<file path="src/rtl/jk_seq_pkg.sv">
// rtl/jk_seq_pkg.sv - opcodes and FSM encoding for the JK bank sequencer
package jk_seq_pkg;

    localparam logic [2:0] OP_NOP    = 3'b000;
    localparam logic [2:0] OP_CLEAR  = 3'b001;
    localparam logic [2:0] OP_SET    = 3'b010;
    localparam logic [2:0] OP_LOAD   = 3'b011;
    localparam logic [2:0] OP_TOGGLE = 3'b100;
    localparam logic [2:0] OP_UP     = 3'b101;
    localparam logic [2:0] OP_DN     = 3'b110;
    localparam logic [2:0] OP_SHIFT  = 3'b111;

    typedef enum logic [1:0] {
        IDLE = 2'd0,
        EXEC = 2'd1,
        RUN  = 2'd2,
        DONE = 2'd3
    } state_t;

    function automatic logic is_multi(input logic [2:0] op);
        return (op == OP_UP) || (op == OP_DN) || (op == OP_SHIFT);
    endfunction

endpackage

</file>
<file path="src/rtl/jk_cell.sv">
// rtl/jk_cell.sv - single JK flip-flop, async active-high reset to Q=0
module jk_cell (
    input  logic clk,
    input  logic rst,
    input  logic j,
    input  logic k,
    output logic q,
    output logic qbar
);

    always_ff @(posedge clk or posedge rst) begin
        if (rst) begin
            q <= 1'b0;
        end else begin
            case ({j, k})
                2'b01:   q <= 1'b0;
                2'b10:   q <= 1'b1;
                2'b11:   q <= ~q;
                default: q <= q;
            endcase
        end
    end

    assign qbar = ~q;

endmodule

</file>
<file path="src/rtl/jk_bank_sequencer.sv">
// rtl/jk_bank_sequencer.sv - command FSM driving J/K vectors into a JK flip-flop bank
module jk_bank_sequencer
    import jk_seq_pkg::*;
#(
    parameter int WIDTH = 8,
    parameter int LEN_W = 8
) (
    input  logic             clk,
    input  logic             rst,
    input  logic             cmd_valid,
    output logic             cmd_ready,
    input  logic [2:0]       cmd_op,
    input  logic [WIDTH-1:0] cmd_data,
    input  logic [LEN_W-1:0] cmd_len,
    output logic [WIDTH-1:0] q,
    output logic [WIDTH-1:0] qbar,
    output logic             busy,
    output logic             done
);

    state_t           state;
    state_t           state_nxt;
    logic [2:0]       op_r;
    logic [WIDTH-1:0] data_r;
    logic [LEN_W-1:0] cnt;
    logic [WIDTH-1:0] j;
    logic [WIDTH-1:0] k;
    logic [WIDTH-1:0] up_t;
    logic [WIDTH-1:0] dn_t;
    logic             accept;

    assign accept    = cmd_valid & cmd_ready;
    assign cmd_ready = (state == IDLE);
    assign busy      = (state != IDLE);
    assign done      = (state == DONE);

    // Toggle enables for counting: a bit flips when every lower bit is 1 (up) or 0 (down).
    assign up_t[0] = 1'b1;
    assign dn_t[0] = 1'b1;
    genvar gi;
    generate
        for (gi = 1; gi < WIDTH; gi++) begin : g_carry
            assign up_t[gi] = &q[gi-1:0];
            assign dn_t[gi] = &qbar[gi-1:0];
        end
        for (gi = 0; gi < WIDTH; gi++) begin : g_bank
            jk_cell u_cell (
                .clk  (clk),
                .rst  (rst),
                .j    (j[gi]),
                .k    (k[gi]),
                .q    (q[gi]),
                .qbar (qbar[gi])
            );
        end
    endgenerate

    always_ff @(posedge clk or posedge rst) begin
        if (rst) begin
            state  <= IDLE;
            op_r   <= OP_NOP;
            data_r <= '0;
            cnt    <= '0;
        end else begin
            state <= state_nxt;
            if (accept) begin
                op_r   <= cmd_op;
                data_r <= cmd_data;
                cnt    <= cmd_len;
            end else if (state == RUN) begin
                cnt <= cnt - 1'b1;
            end
        end
    end

    always_comb begin
        state_nxt = state;
        j         = '0;
        k         = '0;
        case (state)
            IDLE: begin
                if (accept)
                    state_nxt = (is_multi(cmd_op) && (cmd_len != '0)) ? RUN : EXEC;
            end
            EXEC: begin
                state_nxt = DONE;
                // Multi-step ops only land here with len=0, so they hold.
                case (op_r)
                    OP_CLEAR:  k = '1;
                    OP_SET:    j = '1;
                    OP_LOAD: begin
                        j = data_r;
                        k = ~data_r;
                    end
                    OP_TOGGLE: begin
                        j = data_r;
                        k = data_r;
                    end
                    default: ;
                endcase
            end
            RUN: begin
                if (cnt == LEN_W'(1))
                    state_nxt = DONE;
                case (op_r)
                    OP_UP: begin
                        j = up_t;
                        k = up_t;
                    end
                    OP_DN: begin
                        j = dn_t;
                        k = dn_t;
                    end
                    OP_SHIFT: begin
                        j = {q[WIDTH-2:0], data_r[0]};
                        k = {qbar[WIDTH-2:0], ~data_r[0]};
                    end
                    default: ;
                endcase
            end
            DONE: state_nxt = IDLE;
            default: state_nxt = IDLE;
        endcase
    end

endmodule

</file>
<file path="config.mk">
export PLATFORM = sky130hd
export DESIGN_NAME = jk_bank_sequencer
export DESIGN_NICKNAME = d
export VERILOG_FILES = /design/src/rtl/jk_seq_pkg.sv /design/src/rtl/jk_cell.sv /design/src/rtl/jk_bank_sequencer.sv
export SDC_FILE = /design/constraint.sdc
export NUM_CORES = 1
export LEC_CHECK = 0
export BUFFER_PORTS_ARGS = -buffer_cell sky130_fd_sc_hd__buf_2
export CORE_MARGIN = 5
export CORE_UTILIZATION = 46
export CTS_CLUSTER_SIZE = 16
export DETAILED_ROUTE_END_ITERATION = 10
export GPL_TIMING_DRIVEN = 1
export PLACE_DENSITY = 0.71
export RECOVER_POWER = 25
export SLEW_MARGIN = 20
export SYNTH_ARGS = -nofsm -noshare
export SYNTH_HDL_FRONTEND = slang
export SYNTH_SLANG_ARGS = --single-unit
</file>
<file path="constraint.sdc">
create_clock -name clk -period 1.8 [get_ports clk]
set_input_delay 0.36 -clock clk [delete_from_list [all_inputs] [get_ports clk]]
set_output_delay 0.36 -clock clk [all_outputs]
set_load 0.01 [all_outputs]
</file>
==> qor.yml, run 1 <==
use_met3: 0.03499
path_class: "reg -> reg"
dieArea_sq_um: 6330
synth_cell_type_count: 55
hpwl_mm: 3.804
cts_max_level: 2
gp_congestion: 0.8814
skew_ns: 0.007019
placed_area_sq_um: 2522
p_per_area_nw_per_um2: 1875
drt_pass1_iterations: 4
grt_busiest_layer: "met2"
async_flop_share: 1.000
vias_per_cell: 5.452
diodes: 0
end_kind: "flop"
final_area_sq_um: 2656
postCtsHoldBufs: 0
max_stage_delay_ns: 0.58
cts_inserted_buffers: 5
syn_to_final_growth_pct: 19.34
avgSynthCellArea_sq_um: 8.729
final_common_cell: "buf_2"
grt_pass1_wl_mm: 8.673
synth_fp_nets: 284
fin_ws_ns: -0.04530
p_leak_nw: 1.175
wl_mm: 5.207
p_total_w: 0.004980
clock_path_buffers: 2
ys.warnings.count: 0
startpoint: "g_bank[0].u_cell.q"
finalSetupViolCount: 2
min_period_over_period: 1.025
slew_viol_final: 0
drive_above_1_share: 0.3356
stdcell_count: 365
hold_viol_final: 0
synth-edff-count: 0
wl_per_cell_um: 14.27
cap_violations: 0
synthCells: 255
worstSetupStartpointType: "flop"
antenna_found_initial: 0
coreArea_sq_um: 4723
cp_data_arrival_time_ns: 2.00
crit-reg2reg-launch: "g_bank[0].u_cell.q"
ys_ff_latch: 29
path_delay_family: "simple AND/OR/NAND/NOR gates"
drc: 0
fp.dieH_um: 79.56
grt_util_met1: 0.2362
violations: "negative setup slack"
io_pins: 41
die_w_um: 79.56
crit_path_top_delay_cell: "or4b_4"
status: "finished with violations"
cp_cell_sequence: "or4b_4, nor4b_4, buf_4, nor3_1, o22ai_1, a31oi_1"
initialDrtViolationCount: 328
crit_fanout: 4
ant_nets: 0
cts.clk_slew.worst_paths_ns: 0.06
critPathBufInv: 1
port_buffers: 40
grt_usage: 0.1714
clock-sinks: 29
fp-row-count: 25
ir_drop_mv: 0.6734
rsz0062_at_grt: "yes"
num_vias: 1990
overflow: 0
clock_latency_ns: 0.28
place_inst: 354
synth_area_sq_um: 2226
slew_headroom: 0.5216
layout_min_cycle_time_ns: 1.845
grt_pass1_vias: 1831
crit_required_ns: 1.95
ys_seq_area_frac: 0.3260
clock.fmax_mhz: 541.9
worst_pin_slew_ns: 0.7176
cts_tree: "done"
nets: 327
initial_core_util: 0.4713
final_cell_mix: "buf_2 (41), dfrtp_1 (29), buf_4 (25)"
final_util: 0.5624
synthFlopType: "dfrtp_1"
hp-class: "in -> async"
cts_root_buffer: "clkbuf_8"
gr-usage-met2: 0.2730
grt_max_degree: 30
sequential cells by signal (all words and copies together), names as in the netlist:
signal and count:
state 2, g_bank.u_cell.q 8, data_r 8, cnt 8, op_r 3
path summary, 6_finish.rpt:
kind	to	slack, ns	depth (start not counted)
worst min-delay path	g_bank[6].u_cell.q	0.27	3
worst max register to register	g_bank[5].u_cell.q	-0.05	6
worst max-delay path	g_bank[5].u_cell.q	-0.05	6
max in group asynchronous	data_r[2]	1.07	3
min in group clk	data_r[4]	0.32	2
worst min register to register	g_bank[7].u_cell.q	0.54	1
per-stage QoR:
stage	setup TNS, ns	worst slack, ns	hold WS, ns
2_1_floorplan	-0.1648	-0.07372	0.4381
3_3_place_gp	0	0.01620	0.4463
3_5_place_dp	-0.03901	-0.02327	0.4490
4_1_cts	-0.05524	-0.03532	0.1532
5_1_grt	-0.2785	-0.1232	0.3125
6_report	-0.05399	-0.04530	0.2692
power by group:
part           total (W)  switching (W)  internal, W
registers        0.00128       0.000297     0.000981
clock network   0.000532       0.000229     0.000302
logic            0.00317        0.00173      0.00144
total            0.00498        0.00226      0.00272
synthesized netlist by cell type, drive strengths merged, types with 4 or more instances:
library cell  instances  area, sq um
mux2                 13        146.4
o21ai                 9        45.04
a21oi                18        90.09
xnor2                 6        52.55
nand2                19        73.82
clkbuf               11        41.29
nor4                  5        37.53
dfrtp                29        725.7
nand2b                6        37.54
ha                    7        87.58
a31oi                 6        37.54
a22o                  4        35.03
inv                  19        71.32
buf                  22        167.7
nor2                 17        68.81
o22ai                10        62.56
a22oi                11        82.58
repair_timing:
| item | 4_1_cts | 5_1_grt |
|---|---|---|
| endpoints found under the setup margin | 2 | 5 |
| setup buffers | 0 | 3 |
| gates resized for setup | 0 | 6 |
| cloned | 0 | 1 |
| pin swaps | 0 | 1 |
routing by layer:
layer	up-vias	part of all wire
met5	-	0
met4	0	0.011
met3	6	0.068
met2	73	0.46
met1	923	0.46
li1	988	-
cells by family after synthesis:
logic type	after synthesis	share of synthesized area
adders and majority gates	7	0.03935
buffers and inverters	52	0.1259
AOI/OAI and AO/OA	81	0.2513
DFF	29	0.3260
and+or+nand+nor	65	0.1602
xor gates and xnor gates	8	0.03148
muxes	13	0.06577
worst register-to-register path, cell delays in order (launching register included):
cell and delay [ns]:
dfrtp_1 0.37, or4b_4 0.58, nor4b_4 0.34, buf_4 0.17, nor3_1 0.04, o22ai_1 0.12
a31oi_1 0.09
final cells by class:
type | instances | area, sq um
fill | 410 | 2067
multi-input combinational | 174 | 1251
sequential | 29 | 725.7
timing repair buffer | 69 | 437.9
clock buffer | 7 | 86.33
tap | 67 | 83.83
inverter | 19 | 71.32
Note: power is estimated with default switching activity, not from simulation.
==> run 2, diff against run 1 <==
--- a/config.mk
+++ b/config.mk
@@ -13,6 +13,7 @@
 export GPL_TIMING_DRIVEN = 1
 export PLACE_DENSITY = 0.71
 export RECOVER_POWER = 25
+export SETUP_SLACK_MARGIN = 0.5
 export SLEW_MARGIN = 20
 export SYNTH_ARGS = -nofsm -noshare
 export SYNTH_HDL_FRONTEND = slang
==> qor.yml, run 2 (synthesis results as in run 1) <==
nets: 345
p_leak_nw: 1.398
dieArea_sq_um: 6330
initialDrtViolationCount: 171
diodes: 0
top_regs: "cnt (8), data_r (8), g_bank.u_cell.q (8)"
grt_usage: 0.2112
overflow: 0
p_sw_w: 0.002849
worstSetupStartpointType: "flop"
path_class: "reg -> reg"
wl_met2_mm: 3.115
grt_max_degree: 30
drc: 0
hp-class: "in -> async"
violations: "negative setup slack"
fp.dieH_um: 79.56
min_period_over_period: 1.044
final_cell_mix: "buf_2 (33), dfrtp_1 (27), buf_4 (27)"
hold_ws_ns: 0.2810
cts_tree: "done"
final_util: 0.6808
cap_violations: 0
top_layer: "met4"
vias_per_cell: 5.664
finalSetupViolCount: 3
fp-row-count: 25
cts_root_buffer: "clkbuf_8"
swShare: 0.4487
antenna_found_initial: 0
p_per_area_nw_per_um2: 1975
clock_path_buffers: 2
die_w_um: 79.56
fin_ws_ns: -0.07945
ir_drop_mv: 1.209
wl_per_cell_um: 16.37
postCtsHoldBufs: 0
syn_to_final_growth_pct: 44.46
clock.fmax_mhz: 532.1
final_area_sq_um: 3216
slew_headroom: 0.4825
intPower_w: 0.003501
hold_viol_final: 0
ant_nets: 0
hpwl_mm: 4.186
initial_core_util: 0.4713
drive_above_1_share: 0.4953
p_comb_frac: 0.693
num_vias: 2175
worst_pin_slew_ns: 0.7763
cp_data_arrival_time_ns: 2.05
cts.clk_slew.worst_paths_ns: 0.07
grt_pass1_wl_mm: 10.28
drt_pass1_iterations: 4
power.share.sequential: 0.210
status: "finished with violations"
skew_ns: 0.004022
wl_met1_mm: 2.655
wl_mm: 6.286
crit_fanout: 4
wl_met3_um: 425
end_kind: "flop"
gp_congestion: 0.8652
cts_max_level: 2
clock-sinks: 29
io_pins: 41
final_common_cell: "buf_2"
rsz0062_at_grt: "yes"
coreArea_sq_um: 4723
layout_min_cycle_time_ns: 1.879
clock_latency_ns: 0.29
cts_inserted_buffers: 5
crit_required_ns: 1.97
placed_area_sq_um: 2659
p_clk_frac: 0.096
slew_viol_final: 0
grt_pass1_vias: 2115
port_buffers: 40
## run 2: cell count changes in the layout (fill, tap and decap cells not counted), sizes merged
| cell | previous run | this run |
|---|---|---|
| buf | 68 | 83 |
| clkinv | 0 | 1 |
| nand2 | 19 | 22 |
## run 2: power by group through the flow
stage	Clock, W	Combinational [W]	Sequential [W]
6_report	0.000613	0.00440	0.00134
5_1_grt	0.000657	0.00476	0.00138
4_1_cts	0.000624	0.00382	0.00133
3_5_place_dp	0	0.00338	0.00132
3_3_place_gp	0	0.00333	0.00129
2_1_floorplan	0	0.00270	0.00128
## run 2: layout make-up
type / instances / area [sq um]
Fill cell: 367 / 1508
Inverter: 19 / 86.33
Timing Repair Buffer: 84 / 656.9
Clock inverter: 1 / 5.005
Multi-Input combinational cell: 177 / 1559
Clock buffer: 7 / 96.34
Tap cell: 67 / 83.83
Sequential cell: 29 / 728.2
## run 2: timing repair
item,CTS,global route
hold endpoints to repair,0,0
cloned,2,1
gates resized for setup,31,31
setup buffers,6,13
setup endpoints to repair,44,44
pin swaps,8,7
## run 2: metal layers
layer  global-route usage  vias to the layer above
met5                    0                        -
met1               0.2648                     1034
met2               0.3506                       88
met3              0.04966                       10
li1                     -                     1043
met4              0.07904                        0
## run 2: per-stage QoR
step,std cells,total power (W),worst slack (ns),setup TNS (ns)
6_report,384,0.006350,-0.07945,-0.1500
3_5_place_dp,354,0.004699,-0.05930,-0.1130
4_1_cts,370,0.005773,-0.07225,-0.1374
5_1_grt,384,0.006797,-0.1992,-0.7197
2_1_floorplan,255,0.003980,-0.07371,-0.1648
3_3_place_gp,354,0.004622,0.02324,0
## run 2: path summary, 6_finish.rpt
kind                            cells after the start          startpoint  slack (ns)                 end
max in group asynchronous                           3                 rst        0.97  g_bank[5].u_cell.q
worst max register to register                      5  g_bank[0].u_cell.q       -0.08  g_bank[4].u_cell.q
min in group clk                                    2         cmd_data[3]        0.30           data_r[3]
worst max-delay path                                5  g_bank[0].u_cell.q       -0.08  g_bank[4].u_cell.q
worst min register to register                      1  g_bank[5].u_cell.q        0.58  g_bank[5].u_cell.q
worst min-delay path                                3                 rst        0.28           data_r[3]
## run 2: critical path, stage by stage, from the launching register on
cell      delay [ns]
dfrtp_1         0.38
or4b_4          0.59
nor4b_4         0.35
o31ai_1         0.11
a211oi_1        0.25
a211oi_1        0.08
